$ cat src/rtl/fetch_pkg.sv
// Shared definitions for the instruction prefetch queue.
//   DEPTH         - default queue entry count (power of two, 2..8)
//   RESET_PC      - default first fetch address after reset
//   fetch_entry_t - one queued instruction: {pc, inst}
//   fetch_state_t - fetch FSM states: REQ (may issue) / WAIT (response pending)
package fetch_pkg;

  localparam int          DEPTH    = 4;
  localparam logic [31:0] RESET_PC = 32'h0000_0000;

  typedef struct packed {
    logic [31:0] pc;
    logic [31:0] inst;
  } fetch_entry_t;

  typedef enum logic {
    REQ,
    WAIT
  } fetch_state_t;

endpackage

$ cat src/rtl/fetch_fifo.sv
// Circular buffer holding prefetched instructions.
//   clk, rst   - clock, asynchronous active-low reset
//   flush      - synchronous clear; wins over push and pop in the same cycle
//   push       - write push_data at the tail (caller guarantees room)
//   push_data  - entry to write
//   pop        - drop the head entry (ignored when empty)
//   head       - current head entry, valid whenever count != 0
//   count      - occupancy, 0..DEPTH
module fetch_fifo #(
  parameter int DEPTH = fetch_pkg::DEPTH
) (
  input  logic                         clk,
  input  logic                         rst,
  input  logic                         flush,
  input  logic                         push,
  input  fetch_pkg::fetch_entry_t      push_data,
  input  logic                         pop,
  output fetch_pkg::fetch_entry_t      head,
  output logic [$clog2(DEPTH):0]       count
);
  import fetch_pkg::*;

  localparam int PTR_W = $clog2(DEPTH);
  localparam int CNT_W = PTR_W + 1;

  fetch_entry_t     mem_q [DEPTH];
  logic [PTR_W-1:0] wr_ptr_q, wr_ptr_d;
  logic [PTR_W-1:0] rd_ptr_q, rd_ptr_d;
  logic [CNT_W-1:0] count_q, count_d;
  logic             do_push, do_pop;

  // Pointers are exactly log2(DEPTH) bits, so they wrap on their own.
  always_comb begin
    // NOTE: every signal written here gets a default first so no latch is inferred.
    do_push  = push & ~flush;
    do_pop   = pop & ~flush & (count_q != '0);
    wr_ptr_d = wr_ptr_q;
    rd_ptr_d = rd_ptr_q;
    count_d  = count_q;
    if (flush) begin
      wr_ptr_d = '0;
      rd_ptr_d = '0;
      count_d  = '0;
    end else begin
      if (do_push) wr_ptr_d = wr_ptr_q + 1'b1;
      if (do_pop)  rd_ptr_d = rd_ptr_q + 1'b1;
      case ({do_push, do_pop})
        2'b10:   count_d = count_q + 1'b1;
        2'b01:   count_d = count_q - 1'b1;
        default: count_d = count_q;
      endcase
    end
  end

  // NOTE: state registers use non-blocking assignments so every flop samples pre-edge values.
  always_ff @(posedge clk or negedge rst) begin
    if (!rst) begin
      wr_ptr_q <= '0;
      rd_ptr_q <= '0;
      count_q  <= '0;
    end else begin
      wr_ptr_q <= wr_ptr_d;
      rd_ptr_q <= rd_ptr_d;
      count_q  <= count_d;
    end
  end

  // NOTE: the storage array has no reset; count guards every read, so its contents never matter while empty.
  always_ff @(posedge clk) begin
    if (do_push) mem_q[wr_ptr_q] <= push_data;
  end

  assign head  = mem_q[rd_ptr_q];
  assign count = count_q;

endmodule

$ cat src/rtl/inst_fetch_queue.sv
// Instruction prefetch unit: issues one word-aligned read at a time and
// queues {pc, inst} pairs for the datapath.
//   clk, rst                 - clock, asynchronous active-low reset
//   mem_req/addr/gnt         - request channel; addr held until granted
//   mem_rvalid/rdata         - response channel, honoured only in WAIT
//   inst_valid/inst/inst_pc  - queue head toward the datapath
//   inst_ready               - datapath consumes the head
//   redirect/redirect_pc     - taken control transfer; flushes and reloads pc
//   count                    - queue occupancy
module inst_fetch_queue #(
  parameter int          DEPTH    = fetch_pkg::DEPTH,
  parameter logic [31:0] RESET_PC = fetch_pkg::RESET_PC
) (
  input  logic                   clk,
  input  logic                   rst,
  output logic                   mem_req,
  output logic [31:0]            mem_addr,
  input  logic                   mem_gnt,
  input  logic                   mem_rvalid,
  input  logic [31:0]            mem_rdata,
  output logic                   inst_valid,
  output logic [31:0]            inst,
  output logic [31:0]            inst_pc,
  input  logic                   inst_ready,
  input  logic                   redirect,
  input  logic [31:0]            redirect_pc,
  output logic [$clog2(DEPTH):0] count
);
  import fetch_pkg::*;

  localparam int               CNT_W    = $clog2(DEPTH) + 1;
  localparam logic [CNT_W-1:0] FULL_CNT = CNT_W'(DEPTH);

  fetch_state_t     state_q, state_d;
  logic [31:0]      fetch_pc_q, fetch_pc_d;
  logic [31:0]      req_pc_q, req_pc_d;
  logic             squash_q, squash_d;
  logic             push, pop;
  fetch_entry_t     push_data, head;
  logic [CNT_W-1:0] fifo_count;
  logic             unused_pc_bits;

  // Only one request is ever in flight and every earlier response is
  // already counted, so "count < DEPTH" at issue reserves the slot.
  always_comb begin
    state_d    = state_q;
    fetch_pc_d = fetch_pc_q;
    req_pc_d   = req_pc_q;
    squash_d   = squash_q;
    mem_req    = 1'b0;
    push       = 1'b0;
    case (state_q)
      REQ: begin
        // rst gating keeps the request low while reset is held.
        mem_req = rst & (fifo_count < FULL_CNT) & ~redirect;
        if (mem_req && mem_gnt) begin
          req_pc_d   = fetch_pc_q;
          fetch_pc_d = fetch_pc_q + 32'd4;
          state_d    = WAIT;
        end
      end
      WAIT: begin
        if (mem_rvalid) begin
          // A response coinciding with a redirect is stale as well.
          push     = ~squash_q & ~redirect;
          squash_d = 1'b0;
          state_d  = REQ;
        end else if (redirect) begin
          squash_d = 1'b1;
        end
      end
      default: state_d = REQ;
    endcase
    if (redirect) fetch_pc_d = {redirect_pc[31:2], 2'b00};
  end

  always_ff @(posedge clk or negedge rst) begin
    if (!rst) begin
      state_q    <= REQ;
      fetch_pc_q <= RESET_PC;
      req_pc_q   <= '0;
      squash_q   <= 1'b0;
    end else begin
      state_q    <= state_d;
      fetch_pc_q <= fetch_pc_d;
      req_pc_q   <= req_pc_d;
      squash_q   <= squash_d;
    end
  end

  assign push_data = '{pc: req_pc_q, inst: mem_rdata};
  // Redirect flushes the queue, so a same-cycle handshake is not a consume.
  assign pop       = inst_valid & inst_ready & ~redirect;

  fetch_fifo #(.DEPTH(DEPTH)) u_fifo (
    .clk       (clk),
    .rst       (rst),
    .flush     (redirect),
    .push      (push),
    .push_data (push_data),
    .pop       (pop),
    .head      (head),
    .count     (fifo_count)
  );

  assign mem_addr   = fetch_pc_q;
  assign inst_valid = (fifo_count != '0);
  assign inst       = inst_valid ? head.inst : '0;
  assign inst_pc    = inst_valid ? head.pc   : '0;
  assign count      = fifo_count;

  assign unused_pc_bits = ^redirect_pc[1:0];

endmodule

$ cat config.mk
export PLATFORM = sky130hd
export DESIGN_NAME = inst_fetch_queue
export DESIGN_NICKNAME = d
export VERILOG_FILES = /design/src/rtl/fetch_pkg.sv /design/src/rtl/fetch_fifo.sv /design/src/rtl/inst_fetch_queue.sv
export SDC_FILE = /design/constraint.sdc
export NUM_CORES = 1
export LEC_CHECK = 0
export ABC_AREA = 1
export BUFFER_PORTS_ARGS = -buffer_cell sky130_fd_sc_hd__buf_2
export CORE_MARGIN = 2
export CORE_UTILIZATION = 30
export CTS_CLUSTER_SIZE = 12
export DETAILED_ROUTE_END_ITERATION = 10
export PLACE_DENSITY_LB_ADDON = 0.08
export SETUP_SLACK_MARGIN = 0.1
export SLEW_MARGIN = 10
export SYNTH_ARGS = -nofsm -noshare
export SYNTH_HDL_FRONTEND = slang
export SYNTH_SLANG_ARGS = --single-unit
$ cat constraint.sdc
create_clock -name clk -period 5.3 [get_ports clk]
set_input_delay 0 -clock clk [delete_from_list [all_inputs] [get_ports clk]]
set_output_delay 0 -clock clk [all_outputs]
set_load 0.05 [all_outputs]
# Yosys cells after proc, flatten, opt, wreduce, memory -nomap -nowiden
# Memory sizes are Yosys's and may differ from the RTL's.
# Index checks and enable logic that the tools add are counted.
word_totals:
  register_bits: 73
  ram_bits: 256
  in_bits: 70
  out_inout_bits: 101
  memories: 1
mem_list:
  columns: ["memory", "depth", "width", "rd", "rd_ports_with_merged_regs", "write_ports", "line", "source"]
  rows:
  - ["u_fifo.mem_q", 4, 64, 1, 0, 1, "fetch_fifo.sv:26", "fetch_entry_t mem_q [DEPTH];"]
classes:
  n_addsub: 5
  n_lt_le_gt_ge: 1
  n_eq_ne: 3
  muxes: 21
  bitwise: 11
  reduce_logical: 10
ops:
  columns: ["op", "count"]
  rows:
  - ["$mux W32", 5]
  - ["$add A32 B3 Y32 const B", 1]
  - ["$mux W1", 9]
  - ["$and A1 B1 Y1", 8]
  - ["$mux W2", 4]
  - ["$reduce_bool A2 Y1", 4]
  - ["$pmux W3 S2", 1]
  - ["$reduce_and A2 Y1", 3]
  - ["$reduce_bool A3 Y1", 2]
  - ["$add A2 B1 Y2 const B", 2]
  - ["$add A3 B1 Y3 const B", 1]
  - ["$lt A3 B3 Y1 const B", 1]
  - ["$mux W3", 1]
  - ["$not A1 Y1", 3]
  - ["$sub A3 B1 Y3 const B", 1]
  - ["$eq A2 B1 Y1 const B", 1]
  - ["$eq A2 B2 Y1 const B", 1]
  - ["$ne A2 B2 Y1 const B", 1]
  - ["$pmux W1 S2", 1]
  - ["$logic_and A1 B1 Y1", 1]

# Longest topological paths before layout
# Gate-level depths: netlist of run 1.
depth:
  ltp_word: 8
  depth_mapped: 11
  ltp_nobuf: 10

# Modules after synthesis
# From an unflattened synthesis of run 1, not the netlist that was laid out.
hier_totals:
  hier_cells: 1347
  hier_area_um2: 14026.0
modules_own_cells:
  columns: ["mod", "n_inst", "cells_each", "area_per_inst_um2"]
  rows:
  - ["fetch_fifo", 1, 682, 9942.0]
  - ["inst_fetch_queue", 1, 665, 4083.9]

# Least setup slack after synthesis of run 1
# No wires, ideal clock.
synth_path:
  path_type: "register -> register"
  from: "register squash_q"
  to: "memory u_fifo.mem_q[0][0] (netlist name), enable pin"
  arrival_time_ps: 3241
  t_required_ps: 4818
  path_slack_ps: 1576
  stages_incl_launch_ff: 4
  path_buffers: 0
  path_cell_list: "dfrtp_1 -> nor2_4 -> nand3_2 -> nor2_1"
synth_via:
  elab_chain_cells: 7
synth_rtl:
  columns: ["item", "line", "source"]
  rows:
  - ["start: declaration", "inst_fetch_queue.sv:37", "logic squash_q, squash_d;"]
  - ["start signal: assignment", "inst_fetch_queue.sv:87", "squash_q <= squash_d;"]
  - ["$not A1 Y1", "inst_fetch_queue.sv:65", "push = ~squash_q & ~redirect;"]
  - ["$and A1 B1 Y1", "inst_fetch_queue.sv:65", null]
  - ["$mux W1", "inst_fetch_queue.sv:63", "if (mem_rvalid) begin"]
  - ["$mux W1", "inst_fetch_queue.sv:52", "case (state_q)"]
  - ["$and A1 B1 Y1", "fetch_fifo.sv:35", "do_push = push & ~flush;"]
  - ["$mux W1", "fetch_fifo.sv:70", "if (do_push) mem_q[wr_ptr_q] <= push_data;"]
  - ["$mux W1 (not written as such)", "fetch_fifo.sv:70", null]
  - ["end: declaration", "fetch_fifo.sv:26", null]
# Every way passes these cells.

# Final worst setup path of run 1
layout_path:
  from: "register u_fifo.rd_ptr_q[0]"
  to: "output inst_pc[7]"
layout_via:
  elab_chain_cells: 2
layout_rtl:
  columns: ["item", "line", "source"]
  rows:
  - ["start: declaration", "fetch_fifo.sv:28", "logic [PTR_W-1:0] rd_ptr_q, rd_ptr_d;"]
  - ["start signal: assignment", "fetch_fifo.sv:63", "rd_ptr_q <= rd_ptr_d;"]
  - ["$mem_v2 Z4 W64", null, null]
  - ["$mux W32", "inst_fetch_queue.sv:109", "assign inst_pc = inst_valid ? head.pc : '0;"]
  - ["end: declaration", "inst_fetch_queue.sv:23", "output logic [31:0] inst_pc,"]
# Every way passes these cells.

==> impl_metrics.json, run 1 <==
{
  "htreeDepth": 2,
  "setup_slack_ns": 1.84,
  "ios": 171,
  "start_kind": "register",
  "r2r_cells": 7,
  "pre_cts_slack_ns": 2.27,
  "cts_made_buffers": 37,
  "vias": 9527,
  "syn2layout_area_growth_pct": 23.7,
  "power_density_nw_per_um2": 499,
  "tightest_slew_ns": 1.05,
  "clk_latency_ns": 0.55,
  "synth_top_cell_by_area": "edfxtp_1",
  "drv_slew": 0,
  "end_kind": "primary output",
  "detail_route.iter0.violations": 533,
  "max-cap-violations": 0,
  "ctsResizeCount": 0,
  "coreArea_um2": 44200,
  "syn_inst": 1256,
  "worstPathMaxFanout": 68,
  "rsz0062_at_grt": "no",
  "grt_use_total_pct": 15.9,
  "final_nets": 1552,
  "grt-ovfl-total": 0,
  "critPathArrivalTime_ns": 3.46,
  "grt_first_pass_wirelength_um": 56500,
  "synth_area_per_cell_um2": 10.7,
  "syn_area_um2": 13400,
  "avgRoutedWirePerCell_um": 17.7,
  "crit_type": "register to primary output",
  "fin_crit_ns": 3.46,
  "tns_ns": 0,
  "holdPathStages": 3,
  "seq_area_frac_synth_pct": 68.4,
  "ys_types": 37,
  "clockBufferDepth": 3,
  "ys_seq_elements": 317,
  "clock-root-buffer": "clkbuf_16",
  "synth_edf_count": 248,
  "die_x_um": 215,
  "grt_max_degree": 69,
  "postLayoutCellArea_um2": 16600,
  "yosys_most_used_dff": "edfxtp_1",
  "fin_skew_ns": 0.0225,
  "gp_congestion": 0.792,
  "rrSetupSlack_ns": 2.83,
  "fmax_mhz": 289,
  "port_buffers": 164,
  "worstPathRequired_ns": 5.30,
  "post_dp_cell_area_um2": 14800,
  "rows": 77,
  "grt_pass1_vias": 9328,
  "cts_tree": "built",
  "viasPerCell": 4.55,
  "antenna_cells": 0,
  "layout-drive-gt1-share_pct": 17.1,
  "routed_wl_um": 37100,
  "fin_crit_sh_pct": 65.3,
  "post-dp-hpwl_um": 21600,
  "setup_violations": 0,
  "hold_violations": 0,
  "drc": 0,
  "first_pass_iters": 5,
  "design.die.area_um2": 46400,
  "die_h_um": 215,
  "synth_area_leaders": "edfxtp_1 56%, dfrtp_1 13%, nor2_1 8.1%",
  "hold_class": "primary input to register",
  "synth_warnings": 0,
  "max_slew_margin_pct": 29.8,
  "synth_top_area_share_pct": 55.5,
  "final_antenna_net_count": 0,
  "max-vdd-ir-drop_uv": 227,
  "cts_sinks": 317,
  "synthArstFlopShare_pct": 21.8,
  "power_mw": 8.28,
  "antenna_found_initial": 0,
  "initial_core_util_pct": 30.3,
  "leakagePower_nw": 6.36,
  "clk_pin_slew_worst_paths_ns": 0.06,
  "status": "completed"
}
-- cell usage in the layout (no fill, tap or decap), types with 10 or more instances in the layout --
cell / count
inv_1: 57
dlygate4sd3_1: 66
nor2_1: 287
nand2_1: 175
buf_2: 163
edfxtp_1: 248
o21ai_0: 176
clkinv_1: 11
dfrtp_1: 67
o21ai_1: 10
a21oi_1: 68
buf_4: 13
clkbuf_16: 37
nand3_1: 29
-- sequential cells by signal, indices dropped and copies added (netlist names) --
| name | flops |
|---|---|
| mem_addr | 30 |
| req_pc_q | 30 |
| squash_q | 1 |
| state_q | 1 |
| u_fifo.count | 3 |
| u_fifo.mem_q | 248 |
| u_fifo.rd_ptr_q | 2 |
| u_fifo.wr_ptr_q | 2 |
-- critical path, cell delays in order, from the launching register on --
cell and delay [ns]:
dfrtp_4 0.89, clkinv_2 0.89, buf_12 0.48, o21ai_0 0.21
a21oi_1 0.11, buf_2 0.26
-- layout make-up --
class | instances | area [µm²]
Fill cell | 4385 | 27600
Clock inverter | 21 | 146
Timing Repair Buffer | 244 | 1610
Multi-Input combinational cell | 814 | 3720
Tap cell | 592 | 741
Clock buffer | 44 | 962
Sequential cell | 317 | 9180
Inverter | 62 | 235
-- power breakdown --
group	switching, mW	leakage, nW	internal, mW	total, mW
clock	1.01	0.542	1.35	2.35
combinational	2.10	2.71	0.585	2.68
sequential	0.284	3.11	2.96	3.25
-- routing by layer --
| metal | routed length, µm | vias to the layer above | track usage (%) |
|---|---|---|---|
| met1 | 17600 | 4517 | 22.0 |
| met2 | 17000 | 241 | 25.4 |
| met4 | 619 | 0 | 3.93 |
| li1 | - | 4723 | - |
| met5 | 0 | - | 0 |
| met3 | 1910 | 46 | 3.51 |
-- path summary, 6_finish.rpt --
| kind | from | endpoint |
|---|---|---|
| min reg2reg | req_pc_q[23] | u_fifo.mem_q[2][55] |
| max | u_fifo.rd_ptr_q[0] | inst_pc[7] |
| max in group asynchronous | rst | u_fifo.rd_ptr_q[0] |
| max reg2reg | u_fifo.count[2] | mem_addr[12] |
| min | mem_gnt | state_q |
| min in group asynchronous | rst | req_pc_q[15] |
-- what timing repair did --
action / in CTS / in global routing
buffers inserted: 0 / 0
endpoints found under the hold margin: 195 / 0
hold buffers: 67 / 0
-- synthesized netlist by cell type (2+ instances only) --
library cell / instances
a21oi_1: 68
buf_2: 19
buf_4: 13
clkbuf_1: 32
dfrtp_1: 69
edfxtp_1: 248
ha_1: 5
inv_1: 57
inv_2: 3
nand2_1: 175
nand2_2: 3
nand3_1: 29
nand3_2: 2
nand3_4: 2
nand3b_1: 7
nand4_1: 4
nor2_1: 291
nor2_2: 8
nor2_4: 4
nor3_1: 5
o211ai_1: 6
o21ai_0: 176
o21ai_1: 10
o21bai_1: 4
o221ai_1: 2
xor2_1: 3
-- metrics by stage --
stage          hold slack, ns  instances  utilization, %
3_3_place_gp         -0.00286       1962            33.5
3_5_place_dp         -0.00533       1962            33.5
4_1_cts                0.0710       2094            37.5
6_report               0.0685       2094            37.5
5_1_grt                 0.108       2094            37.5
2_1_floorplan          -0.296       1259               -
-- cell families (layout without fill, tap and decap cells) --
family	after synthesis	after routing	share of synthesized area, %
DFF	317	317	68.4
other	1	4	0.0280
AOI/OAI and AO/OA	267	267	10.2
adders and majority gates	6	6	0.616
xor gates and xnor gates	4	4	0.261
buffers and inverters	128	371	4.19
and+or+nand+nor	533	533	16.3
Power figures use the tool's default switching activity.
==> run 2, diff against run 1 <==
==> constraint.sdc (replaced) <==
create_clock -name clk -period 2.8 [get_ports clk]
set_input_delay 0 -clock clk [delete_from_list [all_inputs] [get_ports clk]]
set_output_delay 0 -clock clk [all_outputs]
set_load 0.05 [all_outputs]
==> impl_metrics.json, run 2 (synthesis gave the netlist of run 1 again) <==
{
  "clk_pin_slew_worst_paths_ns": 0.06,
  "slowest_delay_ns": 0.43,
  "end_kind": "primary output",
  "clock-root-buffer": "clkbuf_16",
  "pre_cts_slack_ns": 0.718,
  "die_x_um": 215,
  "initial_core_util_pct": 30.3,
  "final_antenna_net_count": 0,
  "status": "completed",
  "viasPerCell": 4.55,
  "top_register": "u_fifo.mem_q",
  "slowest_stage": "dfrtp_4",
  "fill_cells": 4376,
  "worstPathMaxFanout": 125,
  "drc": 0,
  "leakagePower_nw": 6.47,
  "detail_route.iter0.violations": 455,
  "post-dp-hpwl_um": 22000,
  "fin_crit_sh_pct": 92.1,
  "grt_use_total_pct": 15.9,
  "final_nets": 1560,
  "fin_skew_ns": 0.0147,
  "cts_made_buffers": 38,
  "max_slew_margin_pct": 51.7,
  "routed_wl_um": 37300,
  "coreArea_um2": 44200,
  "critPathArrivalTime_ns": 2.58,
  "path_cells": "buf_12 -> nor2_1 -> nor2_1 -> o21ai_0 -> a21oi_1 -> buf_2",
  "antenna_cells": 0,
  "instances_no_fill": 2100,
  "first_pass_iters": 5,
  "hold_violations": 0,
  "max-vdd-ir-drop_uv": 383,
  "die_h_um": 215,
  "tightest_slew_ns": 0.725,
  "fmax_mhz": 388,
  "setup_slack_ns": 0.221,
  "htreeDepth": 2,
  "crit_family": "buffers and inverters",
  "gp_congestion": 0.777,
  "multi_input_area_um2": 3720,
  "port_buffers": 164,
  "cts_setup_buffers": 0,
  "crit_buf_inv": 2,
  "avgRoutedWirePerCell_um": 17.8,
  "drv_slew": 0,
  "start_kind": "register",
  "rrSetupSlack_ns": 0.77,
  "regArea_um2": 9180,
  "largest_reg_flops": 248,
  "rows": 77,
  "crit_type": "register to primary output",
  "layout_common_cells": "287 x nor2_1, 248 x edfxtp_1, 176 x o21ai_0",
  "grt_pass1_vias": 9469,
  "design.die.area_um2": 46400,
  "layout_commonest_cell": "nor2_1",
  "grt-ovfl-total": 0,
  "clockBufferDepth": 3,
  "grt_max_degree": 126,
  "dp_cells": 1970,
  "fin_crit_ns": 2.58,
  "cts_sinks": 317,
  "worstPathRequired_ns": 2.80,
  "power_density_nw_per_um2": 959,
  "ios": 171,
  "syn2layout_area_growth_pct": 25.6,
  "max-cap-violations": 0,
  "vias": 9545,
  "antenna_found_initial": 0,
  "layout-drive-gt1-share_pct": 17.6,
  "clk_latency_ns": 0.54,
  "path_common_cell": "nor2_1",
  "rsz0062_at_grt": "no",
  "setup_violations": 0,
  "cts_tree": "built",
  "hold_class": "primary input to register",
  "grt_first_pass_wirelength_um": 56500
}
-- run 2: cell count changes in the layout (fill, tap and decap cells not counted), sizes merged --
cell,before,now
inv,60,61
clkbuf,44,49
bufinv,1,3
clkinv,21,12
buf,178,185
-- run 2: path summary, 6_finish.rpt --
path,startpoint,to,cells past startpoint
min in group asynchronous,rst,mem_addr[9],3
setup reg to reg,squash_q,u_fifo.count[2],10
hold reg to reg,req_pc_q[23],u_fifo.mem_q[3][55],0
hold / removal,mem_gnt,state_q,4
max in group asynchronous,rst,u_fifo.rd_ptr_q[0],4
setup / recovery,u_fifo.rd_ptr_q[0],inst_pc[18],6
-- run 2: layout make-up --
cell class                 count  share of cell area, %
sequential                   317                   54.5
timing repair buffer         251                   10.5
clock inverter                15                  0.906
clock buffer                  49                   6.20
multi-input combinational    814                   22.1
inverter                      62                   1.40
tap                          592                   4.40
-- run 2: what timing repair did --
item | CTS | global route
endpoints found under the hold margin | 199 | 0
endpoints found under the setup margin | 0 | 19
gates resized for setup | 0 | 3
hold buffers | 66 | 0
-- run 2: tightest hold or removal path, cell delays in order --
cell     delay (ns)
buf_2          0.12
nand3_4        0.10
buf_4          0.24
nand2_1        0.09
-- run 2: power breakdown --
group          switching [mW]  total, mW  internal, mW
Combinational            4.09       5.31          1.22
Sequential              0.441       6.05          5.61
Clock                    1.89       4.78          2.89
-- run 2: metal layers --
metal	routed length [µm]	track usage [%]	up-vias
li1	-	-	4738
met5	0	0	-
met3	1910	3.74	48
met2	17300	25.8	228
met4	592	3.84	0
met1	17500	21.6	4531
-- run 2: through the flow --
stage / instance area [µm²] / setup TNS [ns] / utilization, % / hold WS (ns) / power, mW
after floorplan: 13400 / -229.06 / - / -0.296 / 9.76
after global placement: 15000 / 0 / 33.9 / 0.160 / 11.5
after detailed placement: 15000 / 0 / 33.9 / 0.163 / 11.5
after CTS: 16800 / 0 / 38.1 / 0.0266 / 16.4
after global routing: 16800 / 0 / 38.1 / 0.0454 / 16.9
final: 16800 / 0 / 38.1 / 0.0508 / 16.1
